### config.mk
export PLATFORM = sky130hd
export DESIGN_NAME = thiele_cpu
export DESIGN_NICKNAME = d
export VERILOG_FILES = /design/src/rtl/thiele_cpu.sv
export SDC_FILE = /design/constraint.sdc
export NUM_CORES = 1
export LEC_CHECK = 0
export BUFFER_PORTS_ARGS = -buffer_cell sky130_fd_sc_hd__buf_2
export CAP_MARGIN = 25
export CORE_AREA = 2 2 190 192
export DETAILED_ROUTE_END_ITERATION = 16
export DIE_AREA = 0 0 192 194
export PLACE_DENSITY = 0.59
export SYNTH_ARGS = -nofsm -noshare
export SYNTH_HDL_FRONTEND = slang
export SYNTH_SLANG_ARGS = --single-unit
### constraint.sdc
create_clock -name clk -period 6.05 [get_ports clk]
set_clock_uncertainty 0.05 [all_clocks]
set_input_delay 1.21 -clock clk [delete_from_list [all_inputs] [get_ports clk]]
set_output_delay 1.21 -clock clk [all_outputs]
set_load 0.02 [all_outputs]
### src/rtl/thiele_cpu.sv
// Multi-cycle 32-bit Thiele machine core: XOR-algebra compute ops, partition/MDL
// accounting and request/acknowledge handshakes to the logic and Python engines.
module thiele_cpu #(
    parameter int NUM_REGS     = 32,
    parameter int MEM_WORDS    = 256,
    parameter int MAX_MODULES  = 64,
    parameter int REGION_SLOTS = 16
) (
    input  logic        clk,
    input  logic        rst,
    input  logic [31:0] instr_data,
    output logic [31:0] pc,
    output logic [31:0] cert_addr,
    output logic [31:0] status,
    output logic [31:0] error_code,
    output logic [31:0] partition_ops,
    output logic [31:0] mdl_ops,
    output logic [31:0] info_gain,
    output logic [31:0] mem_addr,
    output logic [31:0] mem_wdata,
    output logic        mem_we,
    output logic        mem_en,
    input  logic [31:0] mem_rdata,
    output logic        logic_req,
    output logic [31:0] logic_addr,
    input  logic        logic_ack,
    input  logic [31:0] logic_data,
    output logic        py_req,
    output logic [31:0] py_code_addr,
    input  logic        py_ack,
    input  logic [31:0] py_result
);

    localparam logic [7:0] OP_PNEW     = 8'h01;
    localparam logic [7:0] OP_LASSERT  = 8'h03;
    localparam logic [7:0] OP_MDLACC   = 8'h05;
    localparam logic [7:0] OP_XFER     = 8'h07;
    localparam logic [7:0] OP_PYEXEC   = 8'h08;
    localparam logic [7:0] OP_XOR_LOAD = 8'h0A;
    localparam logic [7:0] OP_XOR_ADD  = 8'h0B;
    localparam logic [7:0] OP_XOR_SWAP = 8'h0C;
    localparam logic [7:0] OP_XOR_RANK = 8'h0D;
    localparam logic [7:0] OP_HALT     = 8'hFF;

    typedef enum logic [2:0] {
        FETCH,
        EXECUTE,
        WAIT_LOGIC,
        WAIT_PY,
        HALTED
    } state_t;

    state_t state;
    state_t next_state;

    logic [31:0] reg_file     [NUM_REGS];
    logic [31:0] data_mem     [MEM_WORDS];
    logic [31:0] module_table [MAX_MODULES];
    logic [31:0] region_table [MAX_MODULES][REGION_SLOTS];

    logic [31:0] instr;
    logic [6:0]  next_module_id;
    logic        error_flag;

    logic [7:0]  op;
    logic [7:0]  a;
    logic [7:0]  b;
    logic [7:0]  cost;
    logic [4:0]  ra;
    logic [4:0]  rb;
    logic [5:0]  mod_idx;
    logic        table_full;
    logic        op_legal;

    assign op      = instr[31:24];
    assign a       = instr[23:16];
    assign b       = instr[15:8];
    assign cost    = instr[7:0];
    assign ra      = a[4:0];
    assign rb      = b[4:0];
    assign mod_idx = next_module_id[5:0];

    assign table_full = (next_module_id >= 7'(MAX_MODULES));

    // The legacy memory port is retired; data memory lives inside the core.
    assign mem_addr  = '0;
    assign mem_wdata = '0;
    assign mem_we    = 1'b0;
    assign mem_en    = 1'b0;

    logic unused_ok;
    assign unused_ok = ^mem_rdata;

    assign status = {29'b0,
                     (state == WAIT_LOGIC) || (state == WAIT_PY),
                     error_flag,
                     state == HALTED};

    function automatic logic [31:0] popcount(input logic [31:0] v);
        logic [31:0] n;
        n = '0;
        for (int i = 0; i < 32; i++) begin
            n = n + {31'b0, v[i]};
        end
        return n;
    endfunction

    always_comb begin
        op_legal = 1'b0;
        case (op)
            OP_XOR_LOAD, OP_XOR_ADD, OP_XOR_SWAP, OP_XFER, OP_XOR_RANK,
            OP_MDLACC, OP_LASSERT, OP_PYEXEC, OP_HALT: op_legal = 1'b1;
            OP_PNEW: op_legal = !table_full;
            default: op_legal = 1'b0;
        endcase
    end

    always_ff @(posedge clk) begin
        if (rst) begin
            state <= FETCH;
        end else begin
            state <= next_state;
        end
    end

    always_comb begin
        next_state = state;
        case (state)
            FETCH: next_state = EXECUTE;
            EXECUTE: begin
                if (!op_legal) begin
                    next_state = HALTED;
                end else begin
                    case (op)
                        OP_LASSERT: next_state = WAIT_LOGIC;
                        OP_PYEXEC:  next_state = WAIT_PY;
                        OP_HALT:    next_state = HALTED;
                        default:    next_state = FETCH;
                    endcase
                end
            end
            WAIT_LOGIC: if (logic_ack) next_state = FETCH;
            WAIT_PY:    if (py_ack)    next_state = FETCH;
            HALTED:     next_state = HALTED;
            default:    next_state = FETCH;
        endcase
    end

    always_ff @(posedge clk) begin
        if (rst) begin
            pc             <= '0;
            instr          <= '0;
            cert_addr      <= '0;
            error_code     <= '0;
            error_flag     <= 1'b0;
            partition_ops  <= '0;
            mdl_ops        <= '0;
            info_gain      <= '0;
            logic_req      <= 1'b0;
            logic_addr     <= '0;
            py_req         <= 1'b0;
            py_code_addr   <= '0;
            next_module_id <= '0;
            for (int i = 0; i < NUM_REGS; i++) begin
                reg_file[i] <= '0;
            end
            for (int i = 0; i < MEM_WORDS; i++) begin
                data_mem[i] <= '0;
            end
            for (int i = 0; i < MAX_MODULES; i++) begin
                module_table[i] <= '0;
                for (int j = 0; j < REGION_SLOTS; j++) begin
                    region_table[i][j] <= '0;
                end
            end
        end else begin
            case (state)
                FETCH: instr <= instr_data;
                EXECUTE: begin
                    if (!op_legal) begin
                        // Only the first fault is recorded; pc stays on the offender.
                        if (error_code == '0) begin
                            error_code <= {24'h0, op};
                        end
                        error_flag <= 1'b1;
                    end else begin
                        case (op)
                            OP_XOR_LOAD: begin
                                reg_file[ra] <= data_mem[b];
                                pc <= pc + 32'd4;
                            end
                            OP_XOR_ADD: begin
                                reg_file[ra] <= reg_file[ra] ^ reg_file[rb];
                                pc <= pc + 32'd4;
                            end
                            OP_XOR_SWAP: begin
                                reg_file[ra] <= reg_file[rb];
                                reg_file[rb] <= reg_file[ra];
                                pc <= pc + 32'd4;
                            end
                            OP_XFER: begin
                                reg_file[rb] <= reg_file[ra];
                                pc <= pc + 32'd4;
                            end
                            OP_XOR_RANK: begin
                                reg_file[ra] <= popcount(reg_file[rb]);
                                pc <= pc + 32'd4;
                            end
                            OP_PNEW: begin
                                module_table[mod_idx]    <= 32'd1;
                                region_table[mod_idx][0] <= {24'h0, a};
                                next_module_id <= next_module_id + 7'd1;
                                partition_ops  <= partition_ops + 32'd1;
                                pc <= pc + 32'd4;
                            end
                            OP_MDLACC: begin
                                mdl_ops   <= mdl_ops + 32'd1;
                                info_gain <= info_gain + {24'h0, cost};
                                pc <= pc + 32'd4;
                            end
                            OP_LASSERT: begin
                                logic_addr <= {24'h0, a};
                                logic_req  <= 1'b1;
                            end
                            OP_PYEXEC: begin
                                py_code_addr <= {24'h0, a};
                                py_req       <= 1'b1;
                            end
                            default: pc <= pc + 32'd4;
                        endcase
                    end
                end
                WAIT_LOGIC: begin
                    if (logic_ack) begin
                        cert_addr <= logic_data;
                        logic_req <= 1'b0;
                        pc <= pc + 32'd4;
                    end
                end
                WAIT_PY: begin
                    if (py_ack) begin
                        reg_file[rb] <= py_result;
                        py_req <= 1'b0;
                        pc <= pc + 32'd4;
                    end
                end
                default: ;
            endcase
        end
    end

endmodule

# ---- Word-level counts from Yosys, hierarchy flattened
# Cells that the tools add are included.
dict set report totals {
  mem_count 0
  output_inout_bits 356
  input_bits 132
  romBits 0
  reg_bits 229
  wordCells 80
  ramBits 0
  latch_bits 0
}
dict set report classes {
  order_cmp 1
  addsub 5
  bitwise_logic 1
  n_eq_ne 20
  n_mux 19
  multipliers 0
  div_mod_pow 0
  n_reduce_logical 20
  shifts 0
}
# operator n
set op_table {}
lappend op_table {{32-bit two-way mux} 4}
lappend op_table {{32-bit one-hot mux with 3 select lines} 1}
lappend op_table {{32-bit by 1-bit adder with 32-bit output, second input constant} 2}
lappend op_table {{8-bit by 4-bit == test with 1-bit output, second input constant} 5}
lappend op_table {{32-bit by 3-bit adder with 32-bit output, second input constant} 1}
lappend op_table {{32-bit by 8-bit adder with 32-bit output} 1}
lappend op_table {{32-bit logical NOT} 1}
lappend op_table {{8-bit by 3-bit == test with 1-bit output, second input constant} 2}
lappend op_table {{3-bit one-hot mux with 5 select lines} 1}
lappend op_table {{3-bit AND reduction} 5}
lappend op_table {{2-bit inequality test, second input constant} 6}
lappend op_table {{3-bit two-way mux} 3}
lappend op_table {{3-bit one-hot mux with 3 select lines} 1}
lappend op_table {{9-bit OR reduction} 1}
lappend op_table {{8-bit by 1-bit == test with 1-bit output, second input constant} 1}
lappend op_table {{8-bit by 2-bit == test with 1-bit output, second input constant} 1}
lappend op_table {{8-bit == test, second input constant} 1}
lappend op_table {{4-bit AND reduction} 2}
lappend op_table {{7-bit by 1-bit adder with 7-bit output, second input constant} 1}
lappend op_table {{7-bit >= comparator, second input constant} 1}
lappend op_table {{3-bit by 2-bit == test with 1-bit output, second input constant} 2}
lappend op_table {{1-bit two-way mux} 6}
lappend op_table {{1-bit one-hot mux with 2 select lines} 3}
lappend op_table {{2-bit AND reduction} 3}
lappend op_table {{other kinds (10)} 11}

# ---- Logic depth before layout (Yosys ltp)
# Gate-level depths: netlist of the first run.
dict set report depth {
  word_depth 5
  ltp_mapped 9
  ltp_nobuf 8
}

# ---- Least setup slack after synthesis of the first run
# OpenSTA, ideal clock, no wires.
dict set report synth_timing {
  path_kind {register -> output}
  start {register state[2]}
  end {output port status[0]}
  arrival_time_ns 1.578
  path_stages_with_launch 4
  path_slack_ns 3.212
  path_buffers 2
  required_time_ns 4.790
  cell_sequence {dfxtp_1 clkbuf_1 clkbuf_1 nor3b_1}
}
dict set report synth_via {
  elab_chain_len 1
}
# item line
set synth_rtl {}
lappend synth_rtl {{from (decl)} 53} ;# state_t state;
lappend synth_rtl {{from (signal assigned)} 122} ;# state <= next_state;
lappend synth_rtl {{3-bit == test} 97} ;# state == HALTED};
lappend synth_rtl {{to (decl)} 14} ;# output logic [31:0] status,
# No other way between the ends.

# ---- Worst setup path after layout of the first run
# Same ends and word-level chain as after synthesis.

==> run_results.csv, run 1 <==
group,metric,value,unit
routing,vias_per_cell,4.56,
worst_setup_path,crit_path_max_fanout,33,
grt,antenna_found_initial,4,
timing,hold_violations,0,
cts,clk_pin_slew,0.06,ns
grt,grt_overflow,0,
cts,clk_path_buf_depth,3,
synthesis,yosys_warnings,0,
run_status,status,"completed",
cts,cts_root_buf,"clkbuf_16",
final_layout,nNetsFinal,1679,
routing,ant_nets,0,
floorplanning,die_h,194,um
cts,cts_resized,0,
timing,min_period,3.00,ns
final_layout,drive_gt1_share,20.2,%
synthesis,synth_cell_types,55,
cts,clk_latency,0.56,ns
synthesis,ys_ff_latch,219,
routing,route.detailed.drc,0,
placed_design,dpl.cell_count,1962,
routing,vias,9191,
worst_setup_path,critPathArrivalTime,1.74,ns
worst_setup_path,critPathLaunchType,"flip-flop",
floorplanning,core_area,35200,um2
routing,dr.pass1.iters,4,
pwr,pwr_density_cell,281,nW/um2
grt,grt_max_degree,137,
timing,fin_tns_setup,0,ns
placed_design,numPortBuffers,246,
grt,grt_use_met2,25.4,%
pwr,vdd_drop_max,192,uV
synthesis,postSynth.asyncResetShare,0,%
grt,grt_pass1_wl,45800,um
pwr,power_leakage,5.43,nW
routing,drtIter0Drc,430,
floorplanning,die_area,37200,um2
placed_design,place_hpwl,20500,um
timing,finalSetupViolCount,0,
final_layout,instances_no_fill,2014,
grt,grt_pass1_vias,8530,
floorplanning,die_x,192,um
synthesis,syn_area_per_cell,8.22,um2
cts,hold_buffers,0,
cts,h-tree-depth,1,
floorplanning,fp-row-count,69,
grt,grtUsageMet3,4.60,%
cts,cts_tree,"done",
final_layout,area_growth_syn_to_layout,18.2,%
worst_setup_path,endpoint_kind,"primary output",
grt,gr-usage-met1,18.3,%
min_path,hp-class,"reg -> reg",
job,drv_cap,0,
timing,max_freq,0.333,GHz
synthesis,netlist_area,10800,um2
timing,drv_slew,0,
timing,worst_pin_slew,0.867,ns
grt,grt_use_total,15.0,%
placed_design,gp_congestion,0.779,
cts,cts_made_buffers,27,
timing,hold_slack,0.403,ns
synthesis,synth_ff_type,"dfxtp_1",
synthesis,synth_edf_count,0,
floorplanning,io_pins,488,
routing,wl_per_cell,14.4,um
cts,cts_num_sinks,219,
synthesis,synth_cells,1313,
worst_setup_path,worstSetupPathType,"reg -> out",
timing,fin_crit_sh,49.6,%
floorplanning,start_util,30.6,%
cts,postCtsSetupBuffers,0,
timing,relSlewSlack,41.7,%
grt,top_usage_layer,"met2",
worst_setup_path,cp.required,4.79,ns
synthesis,ys_seq_area_share,40.6,%
routing,wirelength,29000,um
timing,rsz0062_at_grt,"false",
layer usage:
metal,wire length (um),vias to the layer above
li1,-,4561
met1,12200,4286
met2,13900,308
met3,2220,36
met5,0,-
met4,619,0
flip-flops by register name, indices dropped and copies added, names as in the netlist:
| name | cells |
|---|---|
| cert_addr | 32 |
| info_gain | 32 |
| mdl_ops | 32 |
| partition_ops | 32 |
| pc | 30 |
| instr | 24 |
| error_code | 8 |
| logic_addr | 8 |
| py_code_addr | 8 |
| next_module_id | 7 |
| state | 3 |
| error_flag | 1 |
| logic_req | 1 |
| py_req | 1 |
layout make-up:
class / count / area (um2)
fill: 3697 / 22500
multi-input combinational: 1011 / 5450
sequential: 219 / 4380
timing repair buffer: 259 / 1380
clock buffer: 36 / 749
tap: 461 / 577
clock inverter: 10 / 146
inverter: 15 / 56.3
antenna: 3 / 7.51
worst paths after layout:
check	slack, ns	end	cells after the start	from
max	3.05	status[0]	3	state[2]$_SDFFE_PP0P_
min reg2reg	0.40	logic_req$_SDFFE_PP0P_	2	logic_req$_SDFFE_PP0P_
min	0.40	logic_req$_SDFFE_PP0P_	2	logic_req$_SDFFE_PP0P_
max reg2reg	3.07	info_gain[6]$_SDFFE_PP0P_	6	state[2]$_SDFFE_PP0P_
through the flow:
stage | power [mW] | util [%] | area, um2 | worst slack [ns]
after floorplan | 1.93 | - | 11400 | 3.21
after global placement | 1.94 | 33.4 | 11800 | 2.66
after detailed placement | 1.95 | 33.5 | 11800 | 2.65
after CTS | 3.64 | 36.1 | 12700 | 2.99
after global routing | 3.74 | 36.2 | 12800 | 2.80
final | 3.58 | 36.2 | 12800 | 3.05
cells by family after synthesis:
logic type | after synthesis | share of synthesized area [%]
buf+inv | 251 | 14.8
flops | 219 | 40.6
mux | 4 | 0.383
simple gates | 570 | 26.0
other cells | 1 | 0.0348
fa+ha+maj | 14 | 1.69
xor+xnor | 116 | 9.42
compound gates | 138 | 7.02
synthesized netlist by cell type (2+ instances only):
cell type	number	area, um2
a211oi_1	2	15.0
a21o_1	4	30.0
a21oi_1	103	515
a31oi_1	3	18.8
and2_1	8	50.1
and3_1	15	93.8
and4_1	13	114
buf_1	2	7.51
buf_2	13	65.1
buf_4	171	1280
clkbuf_1	50	188
dfxtp_1	219	4380
ha_1	13	163
inv_1	15	56.3
mux2i_1	3	30.0
nand2_1	186	698
nand2b_1	3	18.8
nand3_1	65	325
nand3b_1	2	15.0
nand4_1	40	250
nand4b_1	2	17.5
nor2_1	144	541
nor2b_1	4	25.0
nor3_1	16	80.1
nor3b_1	2	15.0
nor4_1	39	244
nor4b_1	9	78.8
o2111ai_1	5	43.8
o211ai_1	5	37.5
o21ai_0	10	50.1
or3_1	7	43.8
or4_1	3	22.5
xnor2_1	67	587
xor2_1	49	429
cells in the final DEF, fill, tap and decap left out, drive strengths merged, types with 4 or more instances in the layout:
cell and n:
a21o 4, nor2 144, nor2b 4, nand4 41
and3 15, inv 17, and2 8, clkbuf 36
o21ai 11, o211ai 5, and4 13, a21oi 103
o2111ai 5, dfxtp 219, xnor2 67, or3 7
clkinv 4, conb 169, xor2 49, nand2 186
ha 13, nand3 65, buf 259, nor4 41
nor4b 11, nor3 18
critical path, stage by stage (launching register included):
cell and delay, ns:
dfxtp_1 0.30, buf_4 0.33, nor3b_1 0.32, buf_2 0.24
power breakdown:
group	switching [mW]	internal [mW]
Clock	0.661	0.997
Sequential	0.0432	1.48
Combinational	0.297	0.100
Total	1.00	2.58
Note: power is estimated with default switching activity, not from simulation.
==> inputs of run 2 (changes only) <==
--- a/config.mk
+++ b/config.mk
@@ -7,10 +7,10 @@
 export LEC_CHECK = 0
 export BUFFER_PORTS_ARGS = -buffer_cell sky130_fd_sc_hd__buf_2
 export CAP_MARGIN = 25
-export CORE_AREA = 2 2 190 192
+export CORE_AREA = 2 2 188 190
 export DETAILED_ROUTE_END_ITERATION = 16
-export DIE_AREA = 0 0 192 194
-export PLACE_DENSITY = 0.59
+export DIE_AREA = 0 0 190 192
+export PLACE_DENSITY = 0.6
 export SYNTH_ARGS = -nofsm -noshare
 export SYNTH_HDL_FRONTEND = slang
 export SYNTH_SLANG_ARGS = --single-unit
==> constraint.sdc (replaced) <==
create_clock -name clk -period 3.1 [get_ports clk]
set_clock_uncertainty 0.05 [all_clocks]
set_input_delay 0.62 -clock clk [delete_from_list [all_inputs] [get_ports clk]]
set_output_delay 0.62 -clock clk [all_outputs]
set_load 0.02 [all_outputs]
==> run 2 against run 1 <==
Against the previous run:
- register-to-register slack worse by 2.6 ns
- cell count up 0.35%
- routed wire length down 0.63%
- via count increased by 0.85%
- power rose by 95%
- sequential cell count unchanged
- core utilization is 1.3 points higher
- sequential power up 95%
==> run_results.csv, run 2 (same netlist as run 1, synthesis figures left out) <==
group,metric,value,unit
final_layout,layout_common_cells,"buf_2, dfxtp_1, nand2_1",
worst_setup_path,cp_slowest_cell,"and4_1",
routing,wl_met3,2220,um
timing,fin_crit_sh,84.0,%
cts,cts_root_buf,"clkbuf_16",
cts,cts_num_sinks,219,
cts,clk_latency,0.54,ns
job,drv_cap,0,
floorplanning,start_util,31.5,%
floorplanning,fp-row-count,68,
worst_setup_path,cp.required,3.50,ns
floorplanning,die_h,192,um
grt,grt_overflow,0,
grt,grt_pass1_vias,8534,
grt,antenna_found_initial,1,
pwr,power_leakage,5.50,nW
timing,fin_tns_setup,0,ns
cts,clk_pin_slew,0.06,ns
timing,rsz0062_at_grt,"false",
cts,cts_resized,0,
routing,wl_per_cell,14.3,um
timing,relSlewSlack,48.0,%
routing,highest_layer,"met4",
placed_design,numPortBuffers,246,
cts,cts_made_buffers,26,
routing,vias,9269,
timing,max_freq,0.384,GHz
timing,worst_pin_slew,0.776,ns
cts,hold_buffers,0,
worst_setup_path,endpoint_kind,"flip-flop",
final_layout,drive_gt1_share,21.0,%
routing,drtIter0Drc,360,
routing,vias_per_cell,4.59,
final_layout,area_growth_syn_to_layout,19.2,%
placed_design,place_hpwl,20900,um
timing,min_period,2.61,ns
placed_design,gp_congestion,0.774,
grt,grt_pass1_wl,44600,um
routing,dr.pass1.iters,5,
routing,wirelength,28800,um
final_layout,nFillCells,3569,
floorplanning,die_area,36500,um2
worst_setup_path,critPathLaunchType,"flip-flop",
worst_setup_path,r2r-end,"info_gain[31]$_SDFFE_PP0P_",
timing,drv_slew,0,
routing,ant_nets,0,
cts,cts_tree,"done",
worst_setup_path,timing.rr.start,"state[1]$_SDFFE_PP0P_",
cts,postCtsSetupBuffers,0,
worst_setup_path,slowest_delay,0.58,ns
final_layout,nNetsFinal,1692,
min_path,hp-class,"in -> reg",
timing,hold_violations,0,
worst_setup_path,worstSetupPathType,"reg -> reg",
final_layout,final_core_util,37.5,%
worst_setup_path,r2r_slack,0.49,ns
worst_setup_path,crit_path_max_fanout,9,
grt,grt_max_degree,87,
grt,grt_use_total,14.9,%
run_status,status,"completed",
worst_setup_path,cp_cell_sequence,"nor3b_2, and4_1, and4_1, o21ai_1, or3_1, a21oi_1",
worst_setup_path,cpMostUsedCell,"and4_1",
routing,route.detailed.drc,0,
timing,finalSetupViolCount,0,
routing,met2_length,13700,um
cts,h-tree-depth,1,
worst_setup_path,ff2ff_path_depth,6,
final_layout,mostFrequentLayoutCell,"buf_2",
floorplanning,die_x,190,um
worst_setup_path,critPathArrivalTime,3.00,ns
floorplanning,io_pins,488,
routing,wl_met1,12100,um
floorplanning,core_area,34300,um2
pwr,vdd_drop_max,388,uV
worst_setup_path,crit_start,"state[1]$_SDFFE_PP0P_",
worst_setup_path,cp-endpoint,"info_gain[31]$_SDFFE_PP0P_",
cts,clk_path_buf_depth,3,
pwr,pwr_density_cell,544,nW/um2
[run 2: final cells by class]
| cell class | instances | area (um2) | share of cell area, % |
|---|---|---|---|
| diodes | 1 | 2.50 | 0.0195 |
| clock buffers | 39 | 779 | 6.06 |
| clock inverters | 8 | 129 | 1.00 |
| inverters | 15 | 56.3 | 0.438 |
| multi-input cells | 1011 | 5450 | 42.4 |
| flip-flops and latches | 219 | 4380 | 34.1 |
| well taps | 455 | 569 | 4.43 |
| repair buffers | 273 | 1490 | 11.6 |
[run 2: per-layer routing]
layer	GRT usage (%)	vias up
met5	0	-
met4	5.07	0
met3	3.98	40
met2	25.3	333
met1	18.3	4328
li1	-	4568
[run 2: worst max-delay path: cells and delay by family, from the launching register on]
kind,cells,cell delay (ns)
AO/OA/AOI/OAI,2,0.30
flip-flops,1,0.39
AND/OR/NAND/NOR,4,1.76
[run 2: where the power goes]
| part | total [mW] | leakage [nW] | internal [mW] | switching, mW |
|---|---|---|---|---|
| Combinational | 0.810 | 3.29 | 0.221 | 0.589 |
| Sequential | 2.97 | 1.77 | 2.89 | 0.0800 |
| Clock | 3.21 | 0.445 | 1.98 | 1.23 |
[run 2: metrics by stage]
step	instances	hold WS [ns]	power [mW]	setup slack [ns]	area, um2
4_1_cts	2019	0.231	7.10	0.436	12800
5_1_grt	2021	0.243	7.29	0.200	12900
2_1_floorplan	1481	0.390	3.76	0.763	11400
6_report	2021	0.262	6.99	0.494	12900
3_5_place_dp	1972	0.395	3.83	0.468	11900
3_3_place_gp	1972	0.385	3.82	0.485	11900
[run 2: worst min path at each step]
stage	start	endpoint	slack, ns	cells after the start
6_report	logic_data[7]	cert_addr[7]$_SDFFE_PP0P_	0.26	3
5_1_grt	logic_data[4]	cert_addr[4]$_SDFFE_PP0P_	0.24	3
4_1_cts	logic_data[7]	cert_addr[7]$_SDFFE_PP0P_	0.23	3
3_5_place_dp	py_code_addr[4]$_SDFFE_PP0P_	py_code_addr[4]$_SDFFE_PP0P_	0.40	2
3_3_place_gp	py_code_addr[1]$_SDFFE_PP0P_	py_code_addr[1]$_SDFFE_PP0P_	0.39	2
2_1_floorplan	instr[0]$_SDFFE_PP0P_	instr[0]$_SDFFE_PP0P_	0.39	2
